`src/rtl/writeback_etapa_pkg.sv`:
```
// Shared constants for the decode, memory and writeback stages: load-type codes,
// default byte-lane ordering and the writeback stage-register layout.
package writeback_etapa_pkg;

  localparam bit DEFAULT_BIG_ENDIAN = 1'b1;
  localparam int DEFAULT_CNT_W      = 32;

  // Codes 101-111 are not listed and fall through to word loads everywhere.
  typedef enum logic [2:0] {
    LOAD_LW  = 3'b000,
    LOAD_LH  = 3'b001,
    LOAD_LHU = 3'b010,
    LOAD_LB  = 3'b011,
    LOAD_LBU = 3'b100
  } load_type_e;

  typedef struct packed {
    logic        reg_write;
    logic        mem_to_reg;
    logic [2:0]  load_type;
    logic [1:0]  byte_addr;
    logic [4:0]  write_reg;
    logic [31:0] alu_result;
    logic [31:0] mem_data;
  } stage_t;

  function automatic logic is_misaligned(input logic       mem_to_reg,
                                         input logic [2:0] load_type,
                                         input logic [1:0] byte_addr);
    logic bad_addr;
    case (load_type)
      LOAD_LB, LOAD_LBU:  bad_addr = 1'b0;
      LOAD_LH, LOAD_LHU:  bad_addr = byte_addr[0];
      default:            bad_addr = (byte_addr != 2'b00);
    endcase
    return mem_to_reg && bad_addr;
  endfunction

endpackage

```
`src/rtl/writeback_etapa_if.sv`:
```
// MEM->WB pipeline bus: stage control, incoming instruction fields and the
// register-bank write port plus status outputs.
interface writeback_etapa_if
  import writeback_etapa_pkg::*;
#(
  parameter int CNT_W = DEFAULT_CNT_W
);

  logic             stall;
  logic             flush;
  logic             in_valid;
  logic             in_regWrite;
  logic             in_memToReg;
  logic [2:0]       in_loadType;
  logic [1:0]       in_byteAddr;
  logic [4:0]       in_writeReg;
  logic [31:0]      in_aluResult;
  logic [31:0]      in_memData;

  logic             regWrite;
  logic [4:0]       writeReg;
  logic [31:0]      writeData;
  logic             addrError;
  logic [CNT_W-1:0] retired;

  modport master (
    output stall, flush, in_valid, in_regWrite, in_memToReg, in_loadType,
           in_byteAddr, in_writeReg, in_aluResult, in_memData,
    input  regWrite, writeReg, writeData, addrError, retired
  );

  modport slave (
    input  stall, flush, in_valid, in_regWrite, in_memToReg, in_loadType,
           in_byteAddr, in_writeReg, in_aluResult, in_memData,
    output regWrite, writeReg, writeData, addrError, retired
  );

endinterface

```
`src/rtl/writeback_etapa_extractor.sv`:
```
// Load alignment and extension: picks the byte/halfword addressed by the low
// address bits out of the raw memory word and sign- or zero-extends it.
module writeback_etapa_extractor
  import writeback_etapa_pkg::*;
#(
  parameter bit BIG_ENDIAN = DEFAULT_BIG_ENDIAN
) (
  input  logic [2:0]  i_load_type,
  input  logic [1:0]  i_byte_addr,
  input  logic [31:0] i_mem_data,
  output logic [31:0] o_value
);

  // Big-endian lane k lives at physical byte 3-k, which is ~k for two bits.
  function automatic logic [7:0] lane(input logic [31:0] word, input logic [1:0] idx);
    logic [1:0] phys;
    phys = BIG_ENDIAN ? ~idx : idx;
    return word[{phys, 3'b000} +: 8];
  endfunction

  logic [7:0]  w_byte;
  logic [15:0] w_half;

  assign w_byte = lane(i_mem_data, i_byte_addr);
  assign w_half = {lane(i_mem_data, {i_byte_addr[1], ~BIG_ENDIAN}),
                   lane(i_mem_data, {i_byte_addr[1],  BIG_ENDIAN})};

  // NOTE: o_value is given a default before the case so no path leaves it unassigned (no latch).
  always_comb begin
    o_value = i_mem_data;
    case (i_load_type)
      LOAD_LB:  o_value = {{24{w_byte[7]}}, w_byte};
      LOAD_LBU: o_value = {24'h000000, w_byte};
      LOAD_LH:  o_value = {{16{w_half[15]}}, w_half};
      LOAD_LHU: o_value = {16'h0000, w_half};
      default:  o_value = i_mem_data;
    endcase
  end

endmodule

```
`src/rtl/writeback_etapa.sv`:
```
// Writeback pipeline stage: one stage register with stall/flush control,
// load extraction, misalignment detection and a retired-instruction counter.
module writeback_etapa
  import writeback_etapa_pkg::*;
#(
  parameter bit BIG_ENDIAN = DEFAULT_BIG_ENDIAN,
  parameter int CNT_W      = DEFAULT_CNT_W
) (
  input  logic             clock,
  input  logic             reset,
  writeback_etapa_if.slave bus
);

  logic             r_valid;
  stage_t           r_stage;
  logic [CNT_W-1:0] r_retired;

  logic             w_capture;
  logic             w_advance;
  logic             w_misaligned;
  logic [31:0]      w_load_value;

  assign w_capture = !bus.stall && !bus.flush;
  // An instruction leaves the stage when it is replaced or flushed.
  assign w_advance = r_valid && (!bus.stall || bus.flush);

  always_ff @(posedge clock) begin
    if (reset) begin
      r_valid   <= 1'b0;
      r_retired <= '0;
    end else begin
      if (bus.flush) begin
        r_valid <= 1'b0;
      end else if (!bus.stall) begin
        r_valid <= bus.in_valid;
      end
      if (w_advance) begin
        r_retired <= r_retired + CNT_W'(1);
      end
    end
  end

  // NOTE: data fields carry no reset; every output that matters is qualified by r_valid.
  always_ff @(posedge clock) begin
    if (w_capture) begin
      r_stage <= '{
        reg_write:  bus.in_regWrite,
        mem_to_reg: bus.in_memToReg,
        load_type:  bus.in_loadType,
        byte_addr:  bus.in_byteAddr,
        write_reg:  bus.in_writeReg,
        alu_result: bus.in_aluResult,
        mem_data:   bus.in_memData
      };
    end
  end

  writeback_etapa_extractor #(
    .BIG_ENDIAN (BIG_ENDIAN)
  ) u_extractor (
    .i_load_type (r_stage.load_type),
    .i_byte_addr (r_stage.byte_addr),
    .i_mem_data  (r_stage.mem_data),
    .o_value     (w_load_value)
  );

  assign w_misaligned = is_misaligned(r_stage.mem_to_reg, r_stage.load_type,
                                      r_stage.byte_addr);

  // Register 0 is hard-wired, so writes to it are suppressed here.
  assign bus.regWrite  = r_valid && r_stage.reg_write &&
                         (r_stage.write_reg != 5'd0) && !w_misaligned;
  assign bus.writeReg  = r_stage.write_reg;
  assign bus.writeData = r_stage.mem_to_reg ? w_load_value : r_stage.alu_result;
  assign bus.addrError = r_valid && w_misaligned;
  assign bus.retired   = r_retired;

endmodule

```
`src/flat_wrapper.sv`:
```
// flat-port wrapper written by rule: the top's interface ports become plain ports
module writeback_etapa_flat import writeback_etapa_pkg::*;
#(
  parameter bit BIG_ENDIAN = DEFAULT_BIG_ENDIAN,
  parameter int CNT_W      = DEFAULT_CNT_W
)
  (clock, reset, bus_stall, bus_flush, bus_in_valid, bus_in_regWrite, bus_in_memToReg, bus_in_loadType, bus_in_byteAddr, bus_in_writeReg, bus_in_aluResult, bus_in_memData, bus_regWrite, bus_writeReg, bus_writeData, bus_addrError, bus_retired);
  writeback_etapa_if #(.CNT_W(CNT_W)) bus_i ();
  input  logic clock;
  input  logic reset;
  input wire logic [$bits(bus_i.stall)-1:0] bus_stall;
  input wire logic [$bits(bus_i.flush)-1:0] bus_flush;
  input wire logic [$bits(bus_i.in_valid)-1:0] bus_in_valid;
  input wire logic [$bits(bus_i.in_regWrite)-1:0] bus_in_regWrite;
  input wire logic [$bits(bus_i.in_memToReg)-1:0] bus_in_memToReg;
  input wire logic [$bits(bus_i.in_loadType)-1:0] bus_in_loadType;
  input wire logic [$bits(bus_i.in_byteAddr)-1:0] bus_in_byteAddr;
  input wire logic [$bits(bus_i.in_writeReg)-1:0] bus_in_writeReg;
  input wire logic [$bits(bus_i.in_aluResult)-1:0] bus_in_aluResult;
  input wire logic [$bits(bus_i.in_memData)-1:0] bus_in_memData;
  output wire logic [$bits(bus_i.regWrite)-1:0] bus_regWrite;
  output wire logic [$bits(bus_i.writeReg)-1:0] bus_writeReg;
  output wire logic [$bits(bus_i.writeData)-1:0] bus_writeData;
  output wire logic [$bits(bus_i.addrError)-1:0] bus_addrError;
  output wire logic [$bits(bus_i.retired)-1:0] bus_retired;
  assign bus_i.stall = bus_stall;
  assign bus_i.flush = bus_flush;
  assign bus_i.in_valid = bus_in_valid;
  assign bus_i.in_regWrite = bus_in_regWrite;
  assign bus_i.in_memToReg = bus_in_memToReg;
  assign bus_i.in_loadType = bus_in_loadType;
  assign bus_i.in_byteAddr = bus_in_byteAddr;
  assign bus_i.in_writeReg = bus_in_writeReg;
  assign bus_i.in_aluResult = bus_in_aluResult;
  assign bus_i.in_memData = bus_in_memData;
  assign bus_regWrite = bus_i.regWrite;
  assign bus_writeReg = bus_i.writeReg;
  assign bus_writeData = bus_i.writeData;
  assign bus_addrError = bus_i.addrError;
  assign bus_retired = bus_i.retired;
  writeback_etapa #(.BIG_ENDIAN(BIG_ENDIAN), .CNT_W(CNT_W)) u_core (.clock(clock), .reset(reset), .bus(bus_i));
endmodule
```
`config.mk`:
```
export PLATFORM = sky130hd
export DESIGN_NAME = writeback_etapa_flat
export DESIGN_NICKNAME = d
export VERILOG_FILES = /design/src/rtl/writeback_etapa_pkg.sv /design/src/rtl/writeback_etapa_if.sv /design/src/rtl/writeback_etapa_extractor.sv /design/src/rtl/writeback_etapa.sv /design/src/flat_wrapper.sv
export SDC_FILE = /design/constraint.sdc
export NUM_CORES = 1
export LEC_CHECK = 0
export CAP_MARGIN = 25
export CORE_ASPECT_RATIO = 2
export CORE_UTILIZATION = 44
export DETAILED_ROUTE_END_ITERATION = 12
export PLACE_DENSITY_LB_ADDON = 0.05
export SLEW_MARGIN = 20
export SYNTH_ARGS = -nofsm -noshare
export SYNTH_HDL_FRONTEND = slang
export SYNTH_SLANG_ARGS = --single-unit
```
`constraint.sdc`:
```
create_clock -name clock -period 14.3 [get_ports clock]
set_input_delay 4.29 -clock clock [delete_from_list [all_inputs] [get_ports clock]]
set_output_delay 4.29 -clock clock [all_outputs]
set_load 0.05 [all_outputs]
```
Word level (Yosys, flattened, before mapping):

Index checks and enable logic that the tools add are counted.

* multiplexer cells: 3
* shift-type cells: 3
* $mul: 0
* divide/modulo/power cells: 0
* order comparisons: 0
* add/subtract/negate cells: 1
* reduce and logical (&&, ||, !) cells: 16
* equality and inequality tests: 4
* bitwise gates (word level): 3

Operator list (count)
* 32-bit case mux with 4 select lines: 1
* 32-bit by 6-bit indexed part select with 8-bit output: 3
* 32-bit by 1-bit adder with 32-bit output (second input constant): 1
* 32-bit 2-to-1 mux: 1
* 1-bit logical AND: 7
* 3-bit by 2-bit equality test with 1-bit output (second input constant): 2
* 2-bit NOT: 3
* 2-bit OR reduction: 3
* 5-bit nonzero test: 1
* 3-bit by 1-bit equality test with 1-bit output (second input constant): 1
* 3-bit equality test (second input constant): 1
* 1-bit logical NOT: 3
* 1-bit case mux with 2 select lines: 1
* 2-bit nonzero test: 1
* 1-bit logical OR: 1

* memory bits (writable): 0
* ROM bits: 0
* register bits after elaboration: 109
* bits in latches: 0
* logic and storage cells: 39
* memories: 0

Logic depth before layout (Yosys ltp):

* depth after elaboration: 6
* depth in mapped cells: 8

By module:

Synthesis repeated with hierarchy kept, for this count alone.

* cell total of the unflattened synthesis: 435
* area, all modules: 5277.6 um^2

By module, submodules not included
* writeback_etapa: instances 1, area each 4458.0 um^2, cells an instance 322
* writeback_etapa_extractor: instances 1, area each 819.5 um^2, cells an instance 113

Least setup slack after synthesis:

No wires, ideal clock.

* path kind: input -> register
* start point: input bus_flush
* end point: register u_core.r_stage, in the netlist u_core.bus.writeReg[0] (enable)
* setup time: 0.512 ns
* data required time: 13.788 ns
* stages: 1
* arrival time: 7.469 ns
* setup slack: 6.320 ns
* buffers on the path: 0
* cell sequence: nor2_1

* cells in the longest elaborated chain, start to end: 2

Ends and longest elaborated chain
* from (decl): line flat_wrapper.sv:12 `input wire logic [$bits(bus_i.flush)-1:0] bus_flush;`
* 1-bit logical NOT: line writeback_etapa.sv:23 `assign w_capture = !bus.stall && !bus.flush;`
* 1-bit logical AND: line writeback_etapa.sv:23
* to (signal assigned): line writeback_etapa.sv:46 `r_stage <= '{`
* to (decl): line writeback_etapa.sv:15 `stage_t r_stage;`

No other way between the ends.
A chain may end at the register's enable or synchronous reset.

Worst setup path after layout:

* start point: register u_core.r_stage[72] (netlist bit)
* end point: output bus_writeData[3]

* cells in the longest elaborated chain, start to end: 3
* elaborated cells on any way between the ends: 6

Ends and longest elaborated chain
* 3-bit by 2-bit equality test with 1-bit output, or another cell as far along: line writeback_etapa_extractor.sv:31 `case (i_load_type)`
* 32-bit case mux with 4 select lines *: line writeback_etapa_extractor.sv:31
* 32-bit 2-to-1 mux *: line writeback_etapa.sv:74 `assign bus.writeData = r_stage.mem_to_reg ? w_load_value : r_stage.alu_result;`
* to (decl): line flat_wrapper.sv:23 `output wire logic [$bits(bus_i.writeData)-1:0] bus_writeData;`

Every way passes the cells marked *; elsewhere a longest branch is shown, timed or not.

==> impl_metrics.yaml <==
placement:
  gp_congestion: 0.896
  placed_cell_area_um2: 6610
  place_hpwl_um: 10200
  io_buffers: 151
detailed_routing:
  wl_per_cell_um: 19.0
  drt_iter0_drc: 234
  routed_via_density: 5.51
  ant_nets: 0
  vias: 4034
  drc: 0
  dr.pass1.iters: 5
  wl_um: 13900
worst_setup_path:
  crit_path_start_kind: "flip-flop"
  crit_start: "u_core.r_stage[72]$_DFFE_PP_"
  crit_fanout: 20
  rrSetupSlack_ns: 12.15
  end_kind: "output port"
  crit_path_end: "bus_writeData[3]"
  cp_data_required_time_ns: 10.01
  arrival_ns: 3.35
  reg2reg_from: "u_core.bus.retired[16]$_SDFFE_PP0P_"
  reg2reg_depth: 5
  path_class: "flip-flop to output port"
  reg2reg_to: "u_core.bus.retired[31]$_SDFFE_PP0P_"
yosys:
  yosys_warnings: 0
  syn_inst: 454
  yosysUniqueCellTypes: 44
  yosysSeqAreaShare_pct: 58.4
  synthesis.nets: 536
  yosys-top-cells-area: "edfxtp_1, dfxtp_1, nor2_1, xnor2_1, a311o_1"
  ys.flop_type: "edfxtp_1"
  synth_edf_count: 76
  yosysTopAreaCellShare_pct: 45.3
  async_flop_share_pct: 0
  avgSynthCellArea_um2: 11.1
  synth.most_common_cell: "edfxtp_1"
  synth_common_cells: "edfxtp_1, nor2_1, dfxtp_1"
  yosysTopAreaCell: "edfxtp_1"
  ys_ff_latch: 109
  synthesis.area_um2: 5040
grt:
  antenna_found_initial: 0
  grt_max_degree: 77
  grt.overflow.total: 0
  grt_pass1_vias: 4001
  grt_pass1_wl_um: 21500
  track_usage_pct: 23.9
timing:
  timing.final.crit_share_pct: 53.4
  setup_violations: 0
  relSlewSlack_pct: 36.4
  maxSlewViolCount: 0
  fin_skew_ns: 0.00653
  rsz0062_at_grt: "false"
  setup_tns_ns: 0
  period_minus_slack_ns: 7.64
  max_freq_mhz: 131
  final_hold_viol_count: 0
  tightest_slew_ns: 0.954
outcome:
  status: "completed"
job:
  maxCapViolCount: 0
finish:
  drive_above_1_share_pct: 4.58
  final_cell_area_um2: 6920
  num-fill-cells: 912
  diodes: 0
  utilization_pct: 61.7
  nNetsFinal: 667
  area_delta_synth_final_pct: 37.2
cts:
  cts.sinks: 109
  numCtsBuffers: 9
  htreeDepth: 3
  cts_buffer_depth: 2
  clockRootBuffer: "clkbuf_16"
  clk_pin_slew_ns: 0.07
  cts_resized: 0
  hold_buffers: 0
  clk_latency_ns: 0.35
  cts_tree: "done"
  cts_setup_buffers: 0
floorplanning:
  die_w_um: 77.7
  rows: 55
  dieArea_um2: 11900
  initial_core_util_pct: 44.9
  chipHeight_um: 153
  core_um2: 11200
  io_pins: 152
min_path:
  hold_path_class: "flip-flop to flip-flop"
pwr:
  leakage_nw: 2.29
  p_per_area_nw_per_um2: 111
  ir_worst_vdd_uv: 60.1
-- report_power, final --
group	switching, W	internal [W]	total (W)
sequential	0.0000121	0.000354	0.000366
clock	0.000118	0.000138	0.000257
combinational	0.0000868	0.0000604	0.000147
total	0.000217	0.000553	0.000770
-- sequential cells by signal (all words and copies together), names as in the netlist --
| signal | count |
|---|---|
| u_core.r_stage | 71 |
| u_core.bus.writeReg | 5 |
| u_core.bus.retired | 32 |
| u_core.r_valid | 1 |
-- metrics by stage --
stage / std cells / setup WS (ns) / hold WS [ns] / power, W
2_1_floorplan: 454 / 6.32 / 0.616 / 0.000460
3_3_place_gp: 715 / 6.94 / 0.478 / 0.000519
3_5_place_dp: 716 / 7.01 / 0.490 / 0.000521
4_1_cts: 732 / 6.64 / 0.507 / 0.000776
5_1_grt: 732 / 6.50 / 0.548 / 0.000796
6_report: 732 / 6.66 / 0.508 / 0.000770
-- metal layers --
metal / share of wire, % / wire, µm / GRT usage, % / up-vias
met5: 0 / 0 / 0 / -
met3: 4.9 / 682 / 4.42 / 25
met4: 3.1 / 434 / 10.6 / 0
met2: 57 / 7910 / 45.6 / 151
li1: - / - / - / 1934
met1: 35 / 4850 / 24.5 / 1924
-- how the worst min path moves through the flow --
stage,startpoint,slack [ns],cells past startpoint,to
after floorplan,u_core.r_valid$_SDFFE_PP0N_,0.62,3,u_core.bus.retired[1]$_SDFFE_PP0P_
after global placement,u_core.bus.retired[1]$_SDFFE_PP0P_,0.48,2,u_core.bus.retired[1]$_SDFFE_PP0P_
after detailed placement,u_core.bus.retired[31]$_SDFFE_PP0P_,0.49,2,u_core.bus.retired[31]$_SDFFE_PP0P_
after CTS,u_core.bus.retired[31]$_SDFFE_PP0P_,0.51,2,u_core.bus.retired[31]$_SDFFE_PP0P_
after global routing,u_core.bus.retired[1]$_SDFFE_PP0P_,0.55,2,u_core.bus.retired[1]$_SDFFE_PP0P_
final,u_core.bus.retired[31]$_SDFFE_PP0P_,0.51,2,u_core.bus.retired[31]$_SDFFE_PP0P_
-- logic make-up after synthesis --
kind of cell,count (synthesis),synth area share [%]
xor+xnor,28,4.86
flops,109,58.4
mux,17,3.62
simple gates,162,16.3
fa+ha+maj,1,0.248
buf+inv,45,4.17
compound gates,92,12.5
-- layout by cell type (no fill, tap or decap), types with 2 or more instances in the layout --
cell type and instances:
dfxtp_1 33, clkinv_4 2, a21oi_1 25, nor2_1 61, nor3_1 10, buf_4 5
edfxtp_1 76, clkdlybuf4s50_1 150, nor2b_1 16, or3_1 4, o2bb2ai_1 7, nand4_1 6
nand2_1 14, clkbuf_16 9, inv_8 2, nand3_1 17, xor2_1 5, or4_1 3
and2_1 2, nand3b_1 2, mux2i_1 16, a311o_1 16, nand2b_1 2, a211oi_1 7
xnor2_1 22, o21bai_1 7, o21ai_0 19, and3_1 2, inv_1 8, o211ai_1 3
nor4_1 12, and4_1 7
-- layout make-up --
| class | instances | area [µm²] | area share (%) |
|---|---|---|---|
| flip-flops and latches | 109 | 2940 | 42.6 |
| multi-input cells | 300 | 1900 | 27.5 |
| repair buffers | 157 | 1560 | 22.5 |
| clock buffers | 9 | 225 | 3.26 |
| well taps | 142 | 178 | 2.57 |
| clock inverters | 7 | 81.3 | 1.18 |
| inverters | 8 | 30.0 | 0.434 |
-- worst max-delay path, cell delays in order, from the launching register on --
cell,delay [ns]
edfxtp_1,0.66
or2_2,0.49
a31oi_1,0.60
nor2_1,0.16
a211oi_1,0.26
a21oi_1,0.11
clkdlybuf4s50_1,0.73
No activity file was read; power rests on OpenSTA's default activity.
